<file path="src/rtl/mfp_pkg.sv">
// Shared MFP constants: timer count, prescale codes and the divisor lookup.
package mfp_pkg;

  localparam int MFP_NUM_TIMERS = 4;

  localparam logic [2:0] PS_STOP   = 3'd0;
  localparam logic [2:0] PS_DIV4   = 3'd1;
  localparam logic [2:0] PS_DIV10  = 3'd2;
  localparam logic [2:0] PS_DIV16  = 3'd3;
  localparam logic [2:0] PS_DIV50  = 3'd4;
  localparam logic [2:0] PS_DIV64  = 3'd5;
  localparam logic [2:0] PS_DIV100 = 3'd6;
  localparam logic [2:0] PS_DIV200 = 3'd7;

  // Terminal phase value for a prescale code; the largest is 199, so 8 bits suffice.
  // A stopped channel never compares against this, so its value is arbitrary.
  function automatic logic [7:0] ps_div_m1(input logic [2:0] code);
    logic [7:0] divMinus1;
    case (code)
      PS_DIV4:   divMinus1 = 8'd3;
      PS_DIV10:  divMinus1 = 8'd9;
      PS_DIV16:  divMinus1 = 8'd15;
      PS_DIV50:  divMinus1 = 8'd49;
      PS_DIV64:  divMinus1 = 8'd63;
      PS_DIV100: divMinus1 = 8'd99;
      PS_DIV200: divMinus1 = 8'd199;
      default:   divMinus1 = 8'd0;
    endcase
    return divMinus1;
  endfunction

endpackage

</file>
<file path="src/rtl/mfp_prescaler_ch.sv">
// One prescaler channel: holds its code, walks a phase counter and emits a
// single-cycle tick every divisor cycles. A config apply restarts the phase.
module mfp_prescaler_ch
  import mfp_pkg::*;
(
  input  logic       XCLK_I,
  input  logic       RST,
  input  logic       i_apply,
  input  logic [2:0] i_code,
  output logic       o_tick,
  output logic       o_run
);

  logic [2:0] r_code;
  logic [7:0] r_phase;
  logic       r_tick;
  logic [7:0] w_divMinus1;
  logic       w_terminal;

  assign w_divMinus1 = ps_div_m1(r_code);
  assign w_terminal  = (r_code != PS_STOP) && (r_phase == w_divMinus1);

  // Code/phase/tick update; an apply outranks a terminal count so no tick leaks out.
  always_ff @(posedge XCLK_I) begin
    if (RST) begin
      r_code  <= PS_STOP;
      r_phase <= 8'd0;
      r_tick  <= 1'b0;
    end else if (i_apply) begin
      r_code  <= i_code;
      r_phase <= 8'd0;
      r_tick  <= 1'b0;
    end else if (r_code == PS_STOP) begin
      r_phase <= 8'd0;
      r_tick  <= 1'b0;
    end else if (w_terminal) begin
      r_phase <= 8'd0;
      r_tick  <= 1'b1;
    end else begin
      r_phase <= r_phase + 8'd1;
      r_tick  <= 1'b0;
    end
  end

  assign o_tick = r_tick;
  assign o_run  = (r_code != PS_STOP);

endmodule

</file>
<file path="src/rtl/mfp_prescale_sched.sv">
// MFP prescaler scheduler: brings CPU-domain config requests into the timer
// clock domain via a toggle handshake and drives one prescaler per channel.
module mfp_prescale_sched
  import mfp_pkg::*;
#(
  parameter int NUM_TIMERS  = MFP_NUM_TIMERS,
  parameter int SYNC_STAGES = 2
)(
  input  logic                  XCLK_I,
  input  logic                  RST,
  input  logic                  CFG_REQ,
  input  logic [1:0]            CFG_SEL,
  input  logic [2:0]            CFG_CTRL,
  output logic                  CFG_ACK,
  output logic [NUM_TIMERS-1:0] TICK,
  output logic [NUM_TIMERS-1:0] RUN
);

  logic [SYNC_STAGES-1:0] r_reqSync;
  logic                   r_ack;
  logic                   w_reqS;
  logic                   w_pending;
  logic [NUM_TIMERS-1:0]  w_apply;

  // Request toggle synchronizer; the last stage is the only one the logic reads.
  always_ff @(posedge XCLK_I) begin
    if (RST) begin
      r_reqSync <= '0;
    end else begin
      r_reqSync <= {r_reqSync[SYNC_STAGES-2:0], CFG_REQ};
    end
  end

  assign w_reqS    = r_reqSync[SYNC_STAGES-1];
  assign w_pending = (w_reqS != r_ack);

  // Acknowledge follows the synchronized request once the payload has been applied.
  always_ff @(posedge XCLK_I) begin
    if (RST) begin
      r_ack <= 1'b0;
    end else if (w_pending) begin
      r_ack <= w_reqS;
    end
  end

  assign CFG_ACK = r_ack;

  // Selects beyond the channel count match no channel and are simply acknowledged.
  for (genvar g = 0; g < NUM_TIMERS; g++) begin : g_ch
    assign w_apply[g] = w_pending && (int'(CFG_SEL) == g);

    mfp_prescaler_ch u_ch (
      .XCLK_I  (XCLK_I),
      .RST     (RST),
      .i_apply (w_apply[g]),
      .i_code  (CFG_CTRL),
      .o_tick  (TICK[g]),
      .o_run   (RUN[g])
    );
  end

endmodule
</file>
<file path="config.mk">
export PLATFORM = sky130hd
export DESIGN_NAME = mfp_prescale_sched
export DESIGN_NICKNAME = d
export VERILOG_FILES = /design/src/rtl/mfp_pkg.sv /design/src/rtl/mfp_prescaler_ch.sv /design/src/rtl/mfp_prescale_sched.sv
export SDC_FILE = /design/constraint.sdc
export NUM_CORES = 1
export LEC_CHECK = 0
export ABC_AREA = 1
export CORE_ASPECT_RATIO = 1.4
export CORE_UTILIZATION = 38
export CTS_BUF_LIST = sky130_fd_sc_hd__clkbuf_8
export DETAILED_ROUTE_END_ITERATION = 8
export GPL_TIMING_DRIVEN = 0
export HOLD_SLACK_MARGIN = 0.15
export PLACE_DENSITY_LB_ADDON = 0.25
export SETUP_SLACK_MARGIN = 0.5
export SLEW_MARGIN = 20
export SYNTH_ARGS = -nofsm -noshare
export SYNTH_HDL_FRONTEND = slang
export SYNTH_SLANG_ARGS = --single-unit
</file>
<file path="constraint.sdc">
create_clock -name XCLK_I -period 1.4 [get_ports XCLK_I]
set_input_delay 0.14 -clock XCLK_I [delete_from_list [all_inputs] [get_ports XCLK_I]]
set_output_delay 0.14 -clock XCLK_I [all_outputs]
set_load 0.05 [all_outputs]
</file>
==> results.sh <==
export IMPL_status="finished, final reports clean"
export IMPL_hold_path_class="in2reg"
export IMPL_antenna_found_initial=0
export IMPL_die_h_um=103.3
export IMPL_finClkSkew_ns=0.009907
export IMPL_final_nets=482
export IMPL_grt_use_total_pct=18.20
export IMPL_yosysSeqAreaShare_pct=36.67
export IMPL_cp_cell_sequence="buf_6 -> nor2_4 -> nand2_2 -> buf_6 -> buf_8"
export IMPL_clkSlewWorstSetupHoldPaths_ns=0.10
export IMPL_crit_top_cell="buf_6"
export IMPL_cpPeakStageDelay_ns=0.35
export IMPL_hold_viol=0
export IMPL_startpoint_type="flop"
export IMPL_via_per_inst=4.795
export IMPL_place_inst=527
export IMPL_power_density_nw_per_um2=758.9
export IMPL_ys_types=24
export IMPL_cts_sink_count=51
export IMPL_clk_latency_ns=0.32
export IMPL_rsz0062_at_grt="yes"
export IMPL_fin_tns_setup_ns=0
export IMPL_endpoint_kind="output port"
export IMPL_fp_dieW_um=74.34
export IMPL_cap_violations=0
export IMPL_vias=2714
export IMPL_insertedDiodeCount=0
export IMPL_area_growth_pct=48.40
export IMPL_dr_first_iter_drc_count=87
export IMPL_postLayoutCellArea_um2=4131
export IMPL_cp_slowest_cell="dfxtp_2"
export IMPL_synth_area_um2=2784
export IMPL_arrival_ns=1.26
export IMPL_drt_total_wl_mm=6.907
export IMPL_first_pass_iters=4
export IMPL_fin_hold_ws_ns=0.3210
export IMPL_cp_required_ns=1.26
export IMPL_fin_cells=566
export IMPL_clockBufferDepth=2
export IMPL_port_buffers=16
export IMPL_dpl_hpwl_mm=4.140
export IMPL_grt_max_degree=17
export IMPL_setup_viol=0
export IMPL_grt_overflow_total=0
export IMPL_post_route_drc_count=0
export IMPL_place_area_um2=3167
export IMPL_yosys_warnings=0
export IMPL_cts_root_buffer="clkbuf_8"
export IMPL_numCtsBuffers=5
export IMPL_synthesis_instances=416
export IMPL_worst_slew_pin_transition_ns=0.4250
export IMPL_core_area_um2=7027
export IMPL_dieArea_um2=7677
export IMPL_min_period_ns=1.395
export IMPL_grt_pass1_wl_mm=10.87
export IMPL_final_core_util_pct=58.80
export IMPL_synth_nets=428
export IMPL_ant_nets=0
export IMPL_relSlewSlack_pct=71.62
export IMPL_ys_ff_latch=51
export IMPL_crit_fanout=4
export IMPL_avgSynthCellArea_um2=6.692
export IMPL_grt_pass1_vias=2488
export IMPL_cts_tree="yes"
export IMPL_gp_congestion=0.7652
export IMPL_num_fill_cells=659
export IMPL_crit_family="buffers and inverters"
export IMPL_finalCritPeriodShare_pct=99.67
export IMPL_finalMaxSlewViolations=0
export IMPL_max_freq_ghz=0.7166
export IMPL_path_class="reg2out"
export IMPL_ir_worst_vdd_mv=0.5154
export IMPL_drive_above_1_share_pct=42.25
export IMPL_p_leak_uw=0.001822
export IMPL_path_buf_inv=3
export IMPL_fp_row_count=36
export IMPL_final_common_cell="nand2_1"
export IMPL_ios=17
export IMPL_h_tree_depth=2
export IMPL_wl_per_cell_um=12.20
export IMPL_mostFrequentLayoutCells="nand2_1, inv_1, nand3_1"
export IMPL_initial_utilization_pct=39.62
export IMPL_postCtsHoldBufs=0
-- registers in the layout, summed over array words and instances, names as in the netlist --
name / flops
CFG_ACK: 1
g_ch.u_ch.o_tick: 4
g_ch.u_ch.r_code: 12
g_ch.u_ch.r_phase: 32
r_reqSync: 2
-- layout make-up --
cell class | count | area [um^2] | share of cell area, %
clock buffers | 5 | 68.82 | 1.666
repair buffers | 47 | 505.5 | 12.24
flip-flops and latches | 51 | 1065 | 25.77
inverters | 60 | 247.7 | 5.996
plain buffers | 14 | 157.7 | 3.816
well taps | 95 | 118.9 | 2.877
clock inverters | 3 | 43.79 | 1.060
multi-input cells | 291 | 1924 | 46.58
-- routing by layer --
layer  part of all wire (%)  GRT usage [%]  up-vias
met3                    2.4          3.295       13
li1                       -              -     1415
met1                     42          21.29     1251
met4                    2.0          6.676        0
met2                     54          32.73       35
met5                      0              0        -
-- worst register-to-register path, cell delays in order, from the launching register on --
cell,delay [ns]
dfxtp_2,0.36
buf_6,0.14
nand2_4,0.07
nand2_1,0.07
nand2_1,0.05
nand2_1,0.07
nand3_2,0.10
nor2_4,0.13
nand2_2,0.08
nand2_4,0.14
nor2_1,0.06
-- power by group --
group | internal [uW] | leakage, uW | total, uW | switching (uW)
combinational | 258 | 0.00134 | 567 | 309
clock | 533 | 0.0000581 | 1070 | 536
sequential | 1470 | 0.000424 | 1500 | 31.8
total | 2260 | 0.00182 | 3140 | 877
-- through the flow --
stage	total power (uW)	worst slack, ns
floorplan	1780	0.1939
global placement	1873	-0.3515
finish	3135	0.004610
global route	3261	-0.07014
CTS	3060	0.007366
detailed placement	1876	-0.3434
-- synthesized netlist by cell type --
master	n	area (um^2)
buf_2	3	15.01
o21bai_4	1	18.77
nor3_1	6	30.03
nand4_1	8	50.05
xor2_2	1	16.27
inv_1	60	225.2
nor2_1	53	198.9
nand3_1	51	255.2
a31oi_1	1	6.260
and3_1	1	6.260
nand2_1	102	382.9
a21oi_1	16	80.08
ha_1	4	50.05
dfxtp_1	51	1021
xnor2_1	4	35.03
buf_4	10	75.07
nand3_2	2	20.02
nand2_4	1	11.26
nand3b_1	3	22.52
xor2_1	19	166.4
nand2_2	3	18.77
clkbuf_1	1	3.750
o21ai_1	1	5.000
o21ai_0	14	70.07
-- final timing paths --
path,startpoint,to,slack (ns),depth (start not counted)
min reg2reg,r_reqSync[0],r_reqSync[1],0.41,2
max,g_ch[3].u_ch.r_code[2],RUN[3],0.005,5
max reg2reg,g_ch[3].u_ch.r_code[2],g_ch[3].u_ch.r_phase[1],0.02,10
min,CFG_SEL[1],g_ch[3].u_ch.r_code[1],0.32,3
-- cell families after synthesis --
| kind of cell | count (synthesis) | synth area share [%] |
|---|---|---|
| and+or+nand+nor | 230 | 35.78 |
| buffers and inverters | 74 | 11.46 |
| DFF | 51 | 36.67 |
| AOI/OAI and AO/OA | 33 | 6.472 |
| xor gates and xnor gates | 24 | 7.820 |
| adders and majority gates | 4 | 1.798 |
-- what timing repair did --
action                     in CTS  in global routing
resized for setup             157                103
buffers inserted               15                 12
setup endpoints to repair      57                 57
pin swaps                      24                 40
cloned                          3                  1
No activity file was read; power rests on OpenSTA's default activity.
